`src/rtl/mem_bus_pkg.sv`:
```
// Shared types and constants for the two-master memory bus arbiter.
package mem_bus_pkg;

  localparam int ADDR_W_DEF = 8;
  localparam int DATA_W_DEF = 8;

  typedef enum logic [1:0] {
    IDLE = 2'd0,
    OWN0 = 2'd1,
    OWN1 = 2'd2
  } state_e;

  localparam logic [1:0] OWNER_NONE = 2'd0;
  localparam logic [1:0] OWNER_M0   = 2'd1;
  localparam logic [1:0] OWNER_M1   = 2'd2;

endpackage

```
`src/rtl/mem_bus_arbiter_burst_counter.sv`:
```
// Saturating tenure counter; limit flags the transfer that
// reaches MAX_BURST.
module burst_counter #(
  parameter int MAX_BURST = 4
) (
  input  logic clk,
  input  logic rst_n,
  input  logic clr,
  input  logic inc,
  output logic limit
);

  localparam int W = $clog2(MAX_BURST + 1);
  localparam logic [W-1:0] MAXV = W'(MAX_BURST);
  localparam logic [W-1:0] LIMV = W'(MAX_BURST - 1);

  logic [W-1:0] cnt_q;
  logic [W-1:0] cnt_d;

  always_comb begin
    cnt_d = cnt_q;
    if (clr) begin
      cnt_d = '0;
    end else if (inc && (cnt_q != MAXV)) begin
      cnt_d = cnt_q + 1'b1;
    end
  end

  assign limit = inc && (cnt_q >= LIMV);

  always_ff @(posedge clk or negedge rst_n) begin
    if (!rst_n) begin
      cnt_q <= '0;
    end else begin
      cnt_q <= cnt_d;
    end
  end

endmodule

```
`src/rtl/mem_bus_arbiter.sv`:
```
// Two-master memory bus arbiter with burst limit and round-robin ties.
// ARB_FIXED_PRIORITY_EN: master 0 wins every tie instead.
import mem_bus_pkg::*;

module mem_bus_arbiter #(
  parameter int ADDR_W    = ADDR_W_DEF,
  parameter int DATA_W    = DATA_W_DEF,
  parameter int MAX_BURST = 4
) (
  input  logic              clk,
  input  logic              rst,
  input  logic              m0_req,
  input  logic              m0_we,
  input  logic [ADDR_W-1:0] m0_addr,
  input  logic [DATA_W-1:0] m0_wdata,
  output logic              m0_gnt,
  output logic [DATA_W-1:0] m0_rdata,
  output logic              m0_rvalid,
  input  logic              m1_req,
  input  logic              m1_we,
  input  logic [ADDR_W-1:0] m1_addr,
  input  logic [DATA_W-1:0] m1_wdata,
  output logic              m1_gnt,
  output logic [DATA_W-1:0] m1_rdata,
  output logic              m1_rvalid,
  output logic [ADDR_W-1:0] mem_address,
  output logic [DATA_W-1:0] mem_data_in,
  output logic              mem_write_en,
  input  logic [DATA_W-1:0] mem_data_out,
  output logic [1:0]        owner
);

  state_e state_q, state_d;
  logic   last_q, last_d;
  logic   rv0_q, rv0_d;
  logic   rv1_q, rv1_d;
  logic   xfer0, xfer1;
  logic   limit;
  state_e tie;

  assign m0_gnt = (state_q == OWN0);
  assign m1_gnt = (state_q == OWN1);
  assign xfer0  = m0_req && m0_gnt;
  assign xfer1  = m1_req && m1_gnt;

  // last_q: 0 = M0 served last, 1 = M1 served last
`ifdef ARB_FIXED_PRIORITY_EN
  assign tie = OWN0;
`else
  assign tie = last_q ? OWN0 : OWN1;
`endif

  burst_counter #(
    .MAX_BURST(MAX_BURST)
  ) u_cnt (
    .clk  (clk),
    .rst_n(rst),
    .clr  (state_d != state_q),
    .inc  (xfer0 || xfer1),
    .limit(limit)
  );

  always_comb begin
    mem_address  = '0;
    mem_data_in  = '0;
    mem_write_en = 1'b0;
    unique case (1'b1)
      xfer0: begin
        mem_address  = m0_addr;
        mem_data_in  = m0_wdata;
        mem_write_en = m0_we;
      end
      xfer1: begin
        mem_address  = m1_addr;
        mem_data_in  = m1_wdata;
        mem_write_en = m1_we;
      end
      default: ;
    endcase
  end

  always_comb begin
    state_d = state_q;
    last_d  = last_q;
    unique case (state_q)
      IDLE: begin
        if (m0_req && m1_req) state_d = tie;
        else if (m0_req)      state_d = OWN0;
        else if (m1_req)      state_d = OWN1;
      end
      OWN0: begin
        if (!m0_req)               state_d = m1_req ? OWN1 : IDLE;
        else if (m1_req && limit)  state_d = OWN1;
      end
      OWN1: begin
        if (!m1_req)               state_d = m0_req ? OWN0 : IDLE;
        else if (m0_req && limit)  state_d = OWN0;
      end
      default: state_d = IDLE;
    endcase
    if (state_d != state_q) begin
      if (state_d == OWN0) last_d = 1'b0;
      if (state_d == OWN1) last_d = 1'b1;
    end
  end

  assign rv0_d = xfer0 && !m0_we;
  assign rv1_d = xfer1 && !m1_we;

  assign m0_rvalid = rv0_q;
  assign m1_rvalid = rv1_q;
  assign m0_rdata  = rv0_q ? mem_data_out : '0;
  assign m1_rdata  = rv1_q ? mem_data_out : '0;

  always_comb begin
    owner = OWNER_NONE;
    unique case (state_q)
      OWN0:    owner = OWNER_M0;
      OWN1:    owner = OWNER_M1;
      default: owner = OWNER_NONE;
    endcase
  end

  always_ff @(posedge clk or negedge rst) begin
    if (!rst) begin
      state_q <= IDLE;
      last_q  <= 1'b1;
      rv0_q   <= 1'b0;
      rv1_q   <= 1'b0;
    end else begin
      state_q <= state_d;
      last_q  <= last_d;
      rv0_q   <= rv0_d;
      rv1_q   <= rv1_d;
    end
  end

endmodule

```
`config.mk`:
```
export PLATFORM = sky130hd
export DESIGN_NAME = mem_bus_arbiter
export DESIGN_NICKNAME = d
export VERILOG_FILES = /design/src/rtl/mem_bus_pkg.sv /design/src/rtl/mem_bus_arbiter_burst_counter.sv /design/src/rtl/mem_bus_arbiter.sv
export SDC_FILE = /design/constraint.sdc
export NUM_CORES = 1
export LEC_CHECK = 0
export ABC_AREA = 1
export CORE_ASPECT_RATIO = 1.75
export CORE_MARGIN = 5
export CORE_UTILIZATION = 33
export CTS_BUF_LIST = sky130_fd_sc_hd__clkbuf_2 sky130_fd_sc_hd__clkbuf_4 sky130_fd_sc_hd__clkbuf_8
export DETAILED_ROUTE_END_ITERATION = 7
export GPL_ROUTABILITY_DRIVEN = 0
export GPL_TIMING_DRIVEN = 0
export MAX_ROUTING_LAYER = met4
export PLACE_DENSITY_LB_ADDON = 0.08
export RECOVER_POWER = 25
export SLEW_MARGIN = 20
export SYNTH_ARGS = -nofsm -noshare
export SYNTH_HDL_FRONTEND = slang
export SYNTH_SLANG_ARGS = --single-unit
```
`constraint.sdc`:
```
create_clock -name clk -period 5.1 [get_ports clk]
set_input_delay 1.02 -clock clk [delete_from_list [all_inputs] [get_ports clk]]
set_output_delay 1.02 -clock clk [all_outputs]
set_load 0.01 [all_outputs]
```
* Yosys cells after proc, flatten, opt, wreduce, memory -nomap -nowiden
Cells that the tools add are included.
Operators by class: add/subtract/negate cells 1, multipliers 0, div/mod/pow operators 0, order comparisons 1, equality and inequality tests 6, shift-type cells 0, muxes and demuxes 21, bitwise gates (word level) 0, reductions and logical operators 16
Operator list (number):
- case mux 8 bit (2 select lines) | 2
- two-way mux 2 bit | 9
- two-way mux 8 bit | 2
- logical AND 1 bit | 9
- two-way mux 3 bit | 2
- case mux 2 bit (3 select lines) | 1
- == test 2 x 1 -> 1 bit, second input constant | 2
- == test 2 bit, second input constant | 2
- case mux 2 bit (2 select lines) | 1
- nonzero test 2 bit | 2
- adder 3 x 1 -> 3 bit, second input constant | 1
- greater-or-equal comparator 3 x 2 -> 1 bit, second input constant | 1
- two-way mux 1 bit | 3
- != test 3 bit, second input constant | 1
- logical NOT 1 bit | 2
- logical NOT 2 bit | 1
- != test 2 bit | 1
- case mux 1 bit (2 select lines) | 1
- AND reduction 2 bit | 1
- logical OR 1 bit | 1
Storage, ports and cells: register bits 8, bits in latches 0, memory bits (writable) 0, ROM bits 0, input port bits 46, output and inout port bits 39, word-level logic and storage cells 50, memories kept 0

* Depth between registers and ports, before layout
depth in word-level cells 11, gate-level depth with buffers 14, mapped depth without buffers 14

* Hierarchy
Synthesis repeated with hierarchy kept, for this count alone.
Second synthesis, totals: cells, all modules 132, area, all modules 914.6 um2
By module, submodules not included:
- mem_bus_arbiter | times used 1, cells an instance 106, area an instance 709.4 um2, seq. area each 126.4 um2
- burst_counter | times used 1, cells an instance 26, area an instance 205.2 um2, seq. area each 75.1 um2

* Worst setup path before layout
OpenSTA, ideal clock, no wires.
path kind in2out, start point input port m0_req, end point output port mem_address[1], data arrival time 1.758 ns, path slack 2.322 ns, stages 4, cell sequence nand3_2 -> inv_2 -> buf_1 -> a22o_1
Between the ends: longest elaborated chain between the ends 2
RTL lines:
- start: declaration | line mem_bus_arbiter.sv:12 | input logic m0_req,
- logical AND 1 bit | line mem_bus_arbiter.sv:43 | assign xfer0 = m0_req && m0_gnt;
- case mux 8 bit (2 select lines) | line mem_bus_arbiter.sv:67 | unique case (1'b1)
- end: declaration | line mem_bus_arbiter.sv:26 | output logic [ADDR_W-1:0] mem_address,
No other way between the ends.

* Worst setup path after layout
start point input port m0_req, end point output port mem_address[5]
Same word-level chain as after synthesis.

==> parameters.txt <==
Parameter                              Value

Drt
  Post-route DRC violation count    0
  DRC violation total after the first TritonRoute iteration    10
  Final WL    3540 um
  Routed wirelength normalized by instance count    14.6 um
  First-pass iteration count of the detailed router    4
  Total via count in the routed design    1163
  Via/cell ratio    4.81
  Number of nets still failing antenna checks after routing    0

Power and ir drop
  Power density of the placed cells    348 nW/um^2
  Leakage component of the power    0.895 nW
  Maximum ir drop on the vdd rail    0.283 mV

Clock tree
  Hold-fix buffer count after cts    0
  PostCTS Resize Cnt    0
  Post-CTS setup-driven buffer insertion count    0
  Clock tree buffer depth    2
  Total CTS buffers    3
  Number of clock sinks    8
  H-tree depth    1
  Library cell used as clock root buffer    sky130_fd_sc_hd__clkbuf_8
  Insertion delay to the later sink of the worst-skew pair    0.23 ns
  Clock slew seen by the registers of the worst setup and hold paths    0.04 ns
  CTS tree    done

Global route
  Number of global-route vias before repair    1137
  Initial antenna violation count    0
  Largest net degree at the start of global routing    11
  Total global routing overflow    0
  Wire length of the first global-routing pass    5620 um
  Combined global-route utilization of all metal layers    0.188

Layout
  Most frequent standard cell in the layout excluding fill and tap cells    sky130_fd_sc_hd__clkdlybuf4s50_1
  Count of nets after finishing    267
  Number of antenna diodes    0
  Final non-filler cell area    1790 um^2
  Most frequent cells in the layout    79 x sky130_fd_sc_hd__clkdlybuf4s50_1, 34 x sky130_fd_sc_hd__nand2_1, 26 x sky130_fd_sc_hd__inv_1, 17 x sky130_fd_sc_hd__a22o_1, 9 x sky130_fd_sc_hd__nor2_1
  Number of standard cells in the final layout excluding fillers    242
  Growth of design area from synthesis to finish    106%
  Layout cell share with drive strength beyond 1    0.111

Timing
  Fin worst setup slack    0.952 ns
  Peak clock frequency supported by timing    241 MHz
  Final-layout setup total negative slack    0 ns
  Fraction of the cycle the final worst path needs    0.813
  Slew at the pin closest to its max-slew limit    0.424 ns
  Hold Worst Slack    0.460 ns
  # setup viols final    0
  Final-report hold violation count    0
  Worst-case clock skew    0.00683 ns
  Unrepaired setup endpoints after global routing    false
  Count of pins over their slew limit    0
  Post-layout min period    4.15 ns
  Normalized max-slew margin    0.717

Floorplanning
  Height of the die    78.0 um
  Width of the die    48.8 um
  Ports placed on the boundary    85
  Placeable Area    2520 um^2
  Die area    3810 um^2
  Initial cell density of the core    0.345
  Placement row count    24

Yosys
  Leading area contributor after synthesis    sky130_fd_sc_hd__dfrtp_1
  Avg Cell Area, Syn    6.80 um^2
  Synth Register Bits    8
  Cell area after synthesis    871 um^2
  Area contributors post-synth    sky130_fd_sc_hd__dfrtp_1 20%, sky130_fd_sc_hd__a22o_1 17%, sky130_fd_sc_hd__nand2_1 14%
  Cell count after synthesis    128
  Number of warnings printed during yosys synthesis    0
  Nets in the synthesized netlist    178
  Synth cell types    19
  Share of Yosys cell area claimed by the top area cell type    0.201
  Sequential share of the synthesized area    0.231

Hold path
  Worst hold-check path type    reg2reg
  Beginning of the worst hold path    last_q
  Worst Hold Depth    2
  Hold-critical path endpoint    last_q

Critical path
  Startpoint type of the worst setup path    input pin
  Largest fanout of any net on the critical path    10
  Data arrival at the endpoint of the critical path    3.13 ns
  Worst Path Required    4.08 ns
  WS Path Type    in2out
  Reg-to-reg critical path startpoint    u_cnt.cnt_q[0]
  Crit path capture type    primary output
  Crit Reg-Reg Endpoint    last_q
  Cells on worst reg2reg path    13
  Minimum setup slack among reg-to-reg paths    3.16 ns

Placed design
  Detail Placement HPWL    3070 um
  Worst setup slack after placement    0.982 ns
  Total instance count after detailed placement    238
  Port Buffer Count    84
  Placed cell area    1740 um^2

Job
  # Max-Cap Violations    0

Outcome
  Status    complete, no violations
## report_power, final
| part | switching [mW] | leakage [nW] | internal [mW] | total (mW) |
|---|---|---|---|---|
| Clock | 0.0247 | 0.0262 | 0.0594 | 0.0842 |
| Sequential | 0.0196 | 0.104 | 0.0833 | 0.103 |
| Combinational | 0.219 | 0.765 | 0.218 | 0.437 |
| Total | 0.263 | 0.895 | 0.360 | 0.624 |
## synthesized netlist by cell type
cell type	number
sky130_fd_sc_hd__xor2_1	1
sky130_fd_sc_hd__ha_1	4
sky130_fd_sc_hd__a21oi_2	3
sky130_fd_sc_hd__buf_1	2
sky130_fd_sc_hd__nand3_2	4
sky130_fd_sc_hd__dfstp_2	1
sky130_fd_sc_hd__inv_2	4
sky130_fd_sc_hd__nor3b_1	1
sky130_fd_sc_hd__nor2_1	9
sky130_fd_sc_hd__nand2_2	6
sky130_fd_sc_hd__dfrtp_1	7
sky130_fd_sc_hd__nand2_1	33
sky130_fd_sc_hd__clkbuf_1	2
sky130_fd_sc_hd__nand3_1	5
sky130_fd_sc_hd__nand3_4	1
sky130_fd_sc_hd__a21oi_4	1
sky130_fd_sc_hd__or2_2	1
sky130_fd_sc_hd__a22o_1	17
sky130_fd_sc_hd__inv_1	26
## how the worst max path moves through the flow
stage | endpoint | depth (start not counted) | start
finish | mem_address[5] | 6 | m0_req
global route | mem_write_en | 6 | m0_req
detailed placement | mem_address[5] | 6 | m0_req
global placement | mem_address[5] | 6 | m0_req
floorplan | mem_address[1] | 4 | m0_req
CTS | mem_address[5] | 6 | m0_req
## cell type report
type | count | area, um^2
Timing Repair Buffer | 84 | 841
Fill cell | 217 | 732
Multi-Input combinational cell | 86 | 539
Sequential cell | 8 | 201
Inverter | 30 | 113
Clock buffer | 4 | 48.8
Tap cell | 26 | 32.5
Buffer | 4 | 15.0
## cell families after synthesis
logic type | count (synthesis) | share of synthesized area
simple gates | 60 | 0.335
buf+inv | 34 | 0.147
compound gates | 21 | 0.220
flops | 8 | 0.231
fa+ha+maj | 4 | 0.0575
xor+xnor | 1 | 0.0101
## sequential cells by signal, summed over array words and instances, names as in the netlist
signal / cells
state_q: 2
u_cnt.cnt_q: 3
m0_rvalid: 1
m1_rvalid: 1
last_q: 1
## per-layer routing
| layer | global-route usage | wire length [um] |
|---|---|---|
| met5 | - | 0 |
| met4 | 0.0836 | 132 |
| met1 | 0.181 | 1210 |
| met2 | 0.352 | 1950 |
| met3 | 0.0364 | 248 |
## worst max-delay path, cell delays in order
cell	delay (ns)
sky130_fd_sc_hd__dlygate4sd3_1	0.67
sky130_fd_sc_hd__nand3_2	0.13
sky130_fd_sc_hd__inv_2	0.17
sky130_fd_sc_hd__buf_1	0.36
sky130_fd_sc_hd__a22o_1	0.22
sky130_fd_sc_hd__clkdlybuf4s50_1	0.55
## per-stage QoR
stage | power, mW | utilization
after floorplan | 0.344 | -
after global placement | 0.529 | 0.691
after detailed placement | 0.544 | 0.691
after CTS | 0.633 | 0.711
after global routing | 0.673 | 0.710
final | 0.624 | 0.710
Note: power is estimated with default switching activity, not from simulation.
